`src/rtl/snes_button_events.sv`:
```
// SNES button vector to press/release event queue: synchronize, debounce the whole vector,
// scan changed bits in index order and buffer one event per changed button in a small FIFO.
module snes_button_events #(
    parameter int unsigned DEBOUNCE_CYCLES = 50000,
    parameter int unsigned DEPTH_LOG2      = 3
) (
    input  logic                  clk,
    input  logic                  reset,
    input  logic [5:0]            buttons,
    output logic [5:0]            stable_buttons,
    output logic                  evt_valid,
    output logic [3:0]            evt_data,
    input  logic                  evt_rd,
    output logic [DEPTH_LOG2:0]   evt_count,
    output logic                  busy
);

    localparam logic [15:0]         CNT_MAX  = 16'(DEBOUNCE_CYCLES - 1);
    localparam int unsigned         DEPTH    = 1 << DEPTH_LOG2;
    localparam logic [DEPTH_LOG2:0] FULL_CNT = (DEPTH_LOG2 + 1)'(DEPTH);

    typedef enum logic {StIdle, StScan} state_t;

    logic [5:0]            r_sync1;
    logic [5:0]            r_sync2;
    logic [5:0]            r_cand;
    logic [15:0]           r_cnt;
    logic [5:0]            r_stable;
    logic [5:0]            r_mask;
    logic [2:0]            r_idx;
    state_t                r_state;
    logic [3:0]            r_mem [DEPTH];
    logic [DEPTH_LOG2-1:0] r_wr_ptr;
    logic [DEPTH_LOG2-1:0] r_rd_ptr;
    logic [DEPTH_LOG2:0]   r_count;

    logic       w_full;
    logic       w_empty;
    logic       w_bit;
    logic       w_push;
    logic       w_pop;
    logic       w_commit;
    logic [3:0] w_push_data;

    assign w_full      = (r_count == FULL_CNT);
    assign w_empty     = (r_count == '0);
    assign w_bit       = r_mask[r_idx];
    assign w_push      = (r_state == StScan) && w_bit && !w_full;
    assign w_pop       = evt_rd && !w_empty;
    assign w_commit    = (r_state == StIdle) && (r_cnt == CNT_MAX) && (r_cand != r_stable);
    assign w_push_data = {r_stable[r_idx], r_idx};

    always_ff @(posedge clk or negedge reset) begin
        if (!reset) begin
            r_sync1 <= '0;
            r_sync2 <= '0;
            r_cand  <= '0;
            r_cnt   <= '0;
        end else begin
            r_sync1 <= buttons;
            r_sync2 <= r_sync1;
            if (r_sync2 != r_cand) begin
                r_cand <= r_sync2;
                r_cnt  <= '0;
            end else if (r_cnt < CNT_MAX) begin
                r_cnt <= r_cnt + 16'd1;
            end
        end
    end

    // Commits are held off while scanning; later changes fold into the next commit.
    always_ff @(posedge clk or negedge reset) begin
        if (!reset) begin
            r_state  <= StIdle;
            r_stable <= '0;
            r_mask   <= '0;
            r_idx    <= '0;
        end else begin
            case (r_state)
                StIdle: begin
                    if (w_commit) begin
                        r_mask   <= r_cand ^ r_stable;
                        r_stable <= r_cand;
                        r_idx    <= '0;
                        r_state  <= StScan;
                    end
                end
                StScan: begin
                    if (!w_bit || !w_full) begin
                        if (r_idx == 3'd5) begin
                            r_state <= StIdle;
                        end else begin
                            r_idx <= r_idx + 3'd1;
                        end
                    end
                end
                default: r_state <= StIdle;
            endcase
        end
    end

    always_ff @(posedge clk) begin
        if (w_push) begin
            r_mem[r_wr_ptr] <= w_push_data;
        end
    end

    always_ff @(posedge clk or negedge reset) begin
        if (!reset) begin
            r_wr_ptr <= '0;
            r_rd_ptr <= '0;
            r_count  <= '0;
        end else begin
            if (w_push) r_wr_ptr <= r_wr_ptr + 1'b1;
            if (w_pop)  r_rd_ptr <= r_rd_ptr + 1'b1;
            case ({w_push, w_pop})
                2'b10:   r_count <= r_count + 1'b1;
                2'b01:   r_count <= r_count - 1'b1;
                default: r_count <= r_count;
            endcase
        end
    end

    assign stable_buttons = r_stable;
    assign evt_valid      = !w_empty;
    assign evt_data       = w_empty ? 4'd0 : r_mem[r_rd_ptr];
    assign evt_count      = r_count;
    assign busy           = (r_state == StScan);

endmodule
```
`config.mk`:
```
export PLATFORM = sky130hd
export DESIGN_NAME = snes_button_events
export DESIGN_NICKNAME = d
export VERILOG_FILES = /design/src/rtl/snes_button_events.sv
export SDC_FILE = /design/constraint.sdc
export NUM_CORES = 1
export LEC_CHECK = 0
export CAP_MARGIN = 20
export CORE_ASPECT_RATIO = 0.75
export CORE_MARGIN = 10
export CORE_UTILIZATION = 59
export DETAILED_ROUTE_END_ITERATION = 10
export GPL_ROUTABILITY_DRIVEN = 0
export PLACE_DENSITY_LB_ADDON = 0.12
export SETUP_SLACK_MARGIN = 0.1
export SLEW_MARGIN = 20
export SYNTH_ARGS = -nofsm -noshare
export SYNTH_HDL_FRONTEND = slang
export SYNTH_SLANG_ARGS = --single-unit
```
`constraint.sdc`:
```
create_clock -name clk -period 3.6 [get_ports clk]
set_input_delay 0.72 -clock clk [delete_from_list [all_inputs] [get_ports clk]]
set_output_delay 0.72 -clock clk [all_outputs]
set_load 0.02 [all_outputs]
```
==> results of run 1 <==
## synth_stat cells, types with 2 or more instances
cell and instances:
nand3_1 11, a21oi_1 3, xnor2_1 26, o21ai_0 2
nand4_1 2, edfxtp_1 32, inv_1 7, mux4_2 10
mux2_2 9, o21ai_1 6, nor4_1 5, mux2i_1 7
dfrtp_1 60, nand3b_1 3, ha_1 8, nor3_1 13
xor2_1 9, clkbuf_1 9, buf_2 3, nor2b_1 4
and3_1 2, nand2b_1 5, nor2_1 31, nand2_1 24
## cell families after synthesis
family | Yosys count | share of synthesized area
AND/OR/NAND/NOR | 106 | 0.132
adder cells (fa/ha/maj) | 8 | 0.0248
AO/OA/AOI/OAI | 23 | 0.0394
multiplexers | 26 | 0.0984
flip-flops | 92 | 0.611
buffers and inverters | 19 | 0.0186
XOR/XNOR | 35 | 0.0760
## stage by stage
step | cells | total power [uW] | setup slack, ns | util | area, um2
floorplan | 309 | 1480 | 0.886 | - | 4030
global placement | 404 | 1620 | 0.775 | 0.669 | 4330
detailed placement | 404 | 1630 | 0.706 | 0.669 | 4330
CTS | 420 | 2290 | 0.447 | 0.698 | 4520
global route | 420 | 2390 | 0.277 | 0.698 | 4520
finish | 420 | 2270 | 0.504 | 0.698 | 4520
## power groups by stage
| stage | logic, uW | registers (uW) | clock network [uW] |
|---|---|---|---|
| floorplan | 256 | 1230 | 0 |
| detailed placement | 361 | 1270 | 0 |
| global placement | 357 | 1270 | 0 |
| finish | 356 | 1250 | 666 |
| CTS | 364 | 1250 | 679 |
| global route | 393 | 1270 | 733 |
## cell type report
type	instances	area share
sequential	92	0.545
multi-input combinational	198	0.330
timing repair buffer	26	0.0554
clock buffer	9	0.0274
tap	81	0.0224
clock inverter	7	0.0138
inverter	7	0.00581
## cell usage in the layout, fill, tap and decap left out, types with 10 or more instances in the layout
cell / n
dfrtp_1: 60
nor3_1: 13
edfxtp_1: 32
mux4_2: 10
xnor2_1: 26
nor2_1: 31
nand3_1: 11
nand2_1: 24
clkdlybuf4s50_1: 23
## layer usage
layer / vias to the layer above / wire, um / track usage
li1: 1153 / - / -
met5: - / 0 / 0
met4: 0 / 97 / 0.0453
met1: 1203 / 3700 / 0.228
met3: 10 / 564 / 0.0513
met2: 77 / 2930 / 0.197
## final timing paths
| kind | slack, ns | start | cells past startpoint | end |
|---|---|---|---|---|
| max | 0.50 | r_rd_ptr[0] | 4 | evt_data[3] |
| min | 0.36 | r_sync1[4] | 0 | r_sync2[4] |
| max reg2reg | 0.70 | r_idx[0] | 11 | evt_count[2] |
| min reg2reg | 0.36 | r_sync1[4] | 0 | r_sync2[4] |
| max in group asynchronous | 2.63 | reset | 2 | r_cnt[3] |
| min in group asynchronous | 0.47 | reset | 2 | r_rd_ptr[2] |
## registers in the layout, summed over array words and instances (netlist names), 4 cells and up
name / flops
r_mem: 32
r_mask: 6
r_cand: 6
r_sync1: 6
r_cnt: 16
evt_count: 4
stable_buttons: 6
r_sync2: 6
## critical path, stage by stage, from the launching register on
cell and delay (ns):
dfrtp_1 0.70, mux4_2 0.58, mux2i_1 0.14, nor2_1 0.06
clkdlybuf4s50_1 0.54
==> run summary, run 1 <==
The run finished with clean final reports. Of the total power, combinational logic draws 0.157. Of the synthesized area, sequential elements account for 0.611. STA classifies the critical path startpoint as a flip-flop. Internal power comes to 1600 uW. The deepest level of the CTS H-tree is 3. The global-route wire length before repair is 12500 um.

The post-cts sizing count came out at 0. The part of the total power dissipated in the clock network is 0.293. The pin slew with the least headroom to its limit is 0.954 ns. Of the total power, the share spent switching nets is 0.296. For this run, design rule violations remaining after detail routing come to 0.

Synthesis inferred 92 register bits. Headroom to the max-slew limit came out at 0.359. In this run the static leakage power is between 0.0015 and 0.002 uW.

The most used flip-flop cell after synthesis is dfrtp_1. The overall fraction of global-route tracks in use is 0.151. The total negative slack is 0 ns. The netlist area before placement came out at 4030 um2. The count of input and output buffers came out at 24. The fraction of synthesis flops using an asynchronous set or reset pin is 0.652. The deepest clock path buffer count came out at 2. The ratio of total power to cell area is 502 nW/um2. The initial core utilization came out at 0.623. The storage element area came out at 2460 um2. The max-capacitance violation count came out at 0. The clock latency on the worst-skew pair is 0.37 ns. TritonCTS created 9 clock buffers. In this run the worst path has a maximum fanout of 10.

The via count of the first global-routing pass came out at 2385. From left edge to right edge, the die measures 115 um. The total of fill cells in the finished design is 465. The setup path with the least slack is of type flip-flop to output pin. The synthesized design spends more area on one cell type than any other, namely dfrtp_1. The tightest min-delay check is of the flip-flop to flip-flop type. The data arrival time of the critical path is 2.38 ns.

TritonCTS built the clock tree. The total iterations of the first detailed-routing run came out at 4. The final net count is 351. The setup skew after layout came out at 0.0128 ns. The number of nets handed over by synthesis was 326.

The area growth from synthesis to layout came out at 12.1%. The final number of setup-violating endpoints came out at 0. The area of combinational cells with multiple inputs is approximately 1500 um2. The maximum number of pins on one net before global-route repair came out at 61. The floorplan die height is a little over 90 um.

The ratio of final minimum period to clock period came out at 0.860. The netlist uses 42 different library cells. The final critical path time including I/O delays and setup is 3.10 ns.

The final hold violation count was 0. The synthesized netlist cell count came out at 309. The number of clock sinks seen by CTS is 92.

Setup repair after global routing left no endpoint under its margin. The worst hold slack across all endpoints is 0.358 ns. The diode insertion count for antenna repair is 0. The required time of the critical path came out at roughly 2.9 ns. The via count of the routed design is 2443.

The number of enable-type register cells in the synthesized netlist is 32. After the first detailed-routing iteration, the DRC count stood at approximately 150. The number of synthesis warnings came out at 0. After global routing the overflow that remains totals 0.

The final-report max-slew violation count is 0. In the post-synthesis netlist, the biggest area contributors are dfrtp_1, edfxtp_1, xnor2_1, mux4_2, nor2_1. The tree is rooted in a clkbuf_8. Dividing the detail-routed wire length by the instance count gives around 17 um. The total die area is approximately 11000 um2. Wires add up to 7300 um. The achievable clock frequency came out at between 300 and 400 MHz. The top-area cell type share of the netlist area came out at 0.372. The relative contribution of sequential cells to total power came out at 0.550.

A synthesized cell averages 13.0 um2. Using the TritonRoute via totals, the vias-per-cell ratio works out to 5.82. The number of antenna violations at the first check in global routing came out at 0. The number of rows created at floorplan came out at 25. In this run the power spent charging and discharging nets is 671 uW. The clock transition at the register clock pins on the worst setup and hold paths after CTS is 0.10 ns. The worst setup path is captured at an output pin. The worst-case IR drop observed on VDD is 0.219 mV. The HPWL reported at the end of detailed placement is 5230 um.

The number of top-level pins is 25. The fraction of final layout cells with drive strength greater than 1 is 0.127. The number of post-CTS setup repair buffers is 0. The number of nets still failing antenna checks after routing came out at 0.

The total of hold buffers inserted after clock tree synthesis is 0. The area of the core is 6470 um2.
Note: power is estimated with default switching activity, not from simulation.
==> run 2: changes to the inputs <==
CORE_UTILIZATION = 55   (was 59)
==> run 2 against run 1 <==
Compared with the run above: clock power down 5.4%; critical path depth unchanged; utilization down 4.6 points; clock skew about the same; largest power group unchanged; power down 1.5%.
==> run summary, run 2 (synthesis gave the netlist of run 1 again) <==
Result of the run: finished clean (unchanged). List of cells traversed by the critical path: mux4_2 -> mux2i_1 -> nor2_1 -> clkdlybuf4s50_1 (unchanged). The library cell contributing the largest single delay on the critical path is dfrtp_1 (unchanged).

The diode insertion count for antenna repair was 0 (unchanged). The via count of the first global-routing pass is 2406 (was 2385). The met2 capacity usage during global routing came out at 0.197 (about the same). The remaining design rule violation count is 0 (unchanged).

The pin slew with the least headroom to its limit came out at 1.06 ns (was 0.954 ns). The remaining global-route overflow is 0 (unchanged). The total die area came to 11200 um2 (was 10600 um2).

The post-cts sizing count came out at 0 (unchanged). The count of placed standard cells including taps came to 422 (was 404). The ratio of total power to cell area is 493 nW/um2 (was 502 nW/um2).

The max-capacitance violation count came out at 0 (unchanged). The setup skew after layout is 0.0123 ns (was 0.0128 ns). The number of post-CTS setup repair buffers was 0 (unchanged). The total of fill cells in the finished design is 530 (was 465). The total iterations of the first detailed-routing run came out at 4 (unchanged).

The largest vdd supply drop is 0.362 mV (was 0.219 mV). The aggregate routed wire length came out at 7460 um (was 7300 um). The final hold violation count came to 0 (unchanged). The kind of launch point of the worst setup path is a flip-flop (unchanged). The deepest level of the CTS H-tree is 3 (unchanged). The met3 global-route usage is 0.0619 (was 0.0513). The clock transition at the register clock pins on the worst setup and hold paths after CTS was 0.09 ns (was 0.10 ns). The initial core utilization is 0.579 (was 0.623). The area of the core is 6960 um2 (was 6470 um2). The maximum number of pins on one net before global-route repair is 41 (was 61).

The deepest clock path buffer count was 2 (unchanged). The leading cell type in the layout, fill and taps excluded is dfrtp_1 (unchanged). The number of top-level pins is 25 (unchanged).

The leakage power summed over all cells came out at 0.00164 uW (about the same). The worst min-delay path class is flip-flop to flip-flop (unchanged). The start-to-end type of the worst setup path is flip-flop to output pin (unchanged). The largest register by flop count is r_mem (unchanged).

The total negative slack came out at 0 ns (unchanged). The achievable clock frequency came out at 322 MHz (was 323 MHz). The number of antenna violations at the first check in global routing came to 0 (unchanged).

The number of rows created at floorplan came out at 26 (was 25). The ratio of final minimum period to clock period is 0.862 (was 0.860). The final number of setup-violating endpoints came out at 0 (unchanged). The clock tree root driver cell is clkbuf_8 (unchanged). The fraction of final layout cells with drive strength greater than 1 is 0.126 (was 0.127). The clock latency on the worst-skew pair is 0.37 ns (about the same). The final-report max-slew violation count is 0 (unchanged). Most frequent cells in the layout: dfrtp_1, edfxtp_1, nor2_1 (unchanged). The count of input and output buffers came out at 24 (unchanged). The highest cell delay on the worst timing path came to 0.71 ns (was 0.70 ns). The data arrival time of the critical path is 2.38 ns (about the same). The global-route wire length before repair is 12700 um (was 12500 um).

The final critical path time including I/O delays and setup is 3.10 ns (about the same). The number of nets still failing antenna checks after routing is 0 (unchanged). The final net count is 352 (was 351).

The required time of the critical path came out at 2.88 ns (about the same). The via count of the routed design came out at 2385 (was 2443). The number of flip-flops under the largest register name came out at 32 (unchanged). The HPWL reported at the end of detailed placement came to 5450 um (was 5230 um).

The CTS buffer count is 9 (unchanged). The met1 track demand over resource is 0.204 (was 0.228). The number of DRC markers in iteration 0 was 157 (was 152). The CTS tree is done (unchanged). The total of hold buffers inserted after clock tree synthesis is 0 (unchanged). The maximum net fanout on the critical path came out at 10 (unchanged). The area growth from synthesis to layout came out at 12.7% (was 12.1%). The worst relative slew slack came out at 0.287 (was 0.359). Largest registers: r_mem: 32 flops, r_cnt: 16 flops (unchanged).

The most crowded layer after global routing is met1 (unchanged). The overall fraction of global-route tracks in use is 0.145 (was 0.151). RSZ-0062 raised after global routing: false (unchanged). The number of clock sinks seen by CTS came to 92 (unchanged). The average wire per standard cell came to 17.0 um (was 17.4 um). The floorplan die height came to 94.1 um (was 91.6 um).

The final instance count without filler cells is 438 (was 420). The detailed-route vias per instance is 5.45 (was 5.82). The critical path endpoint category is an output pin (unchanged). The width of the die is 119 um (was 115 um).
[run 2: worst paths after layout]
path,from,endpoint,slack [ns],cells after the start
setup / recovery,r_rd_ptr[0],evt_data[2],0.50,4
hold / removal,r_sync1[5],r_sync2[5],0.35,0
setup reg to reg,r_idx[0],evt_count[2],0.70,11
hold reg to reg,r_sync1[5],r_sync2[5],0.35,0
max in group asynchronous,reset,r_mask[5],2.41,2
min in group asynchronous,reset,r_wr_ptr[2],0.48,1
[run 2: power breakdown]
| part | switching (uW) | internal, uW |
|---|---|---|
| clock | 357 | 273 |
| sequential | 124 | 1130 |
| combinational | 154 | 202 |
| total | 634 | 1600 |
[run 2: stage by stage]
step / instance area, um2 / utilization / hold slack, ns / total power [uW] / setup WS [ns]
3_5_place_dp: 4360 / 0.627 / 0.335 / 1640 / 0.728
5_1_grt: 4540 / 0.652 / 0.362 / 2360 / 0.304
2_1_floorplan: 4030 / - / 0.331 / 1480 / 0.886
6_report: 4540 / 0.652 / 0.349 / 2240 / 0.496
4_1_cts: 4540 / 0.652 / 0.350 / 2270 / 0.444
3_3_place_gp: 4360 / 0.627 / 0.333 / 1630 / 0.776
[run 2: critical path: cells and delay by family (launching register included)]
family,cells,cell delay [ns]
buffers and inverters,1,0.54
AND/OR/NAND/NOR,1,0.06
multiplexers,2,0.72
flip-flops,1,0.71
[run 2: cell type report]
cell class	instances	area [um2]	share of cell area
well taps	98	123	0.0270
clock inverters	5	37.5	0.00826
repair buffers	27	258	0.0567
clock buffers	11	141	0.0311
inverters	7	26.3	0.00579
flip-flops and latches	92	2460	0.542
multi-input cells	198	1490	0.329
[run 2: layer usage]
| layer | up-vias | part of all wire |
|---|---|---|
| met5 | - | 0 |
| met4 | 0 | 0.0086 |
| met3 | 5 | 0.066 |
| met2 | 53 | 0.41 |
| met1 | 1180 | 0.51 |
| li1 | 1147 | - |
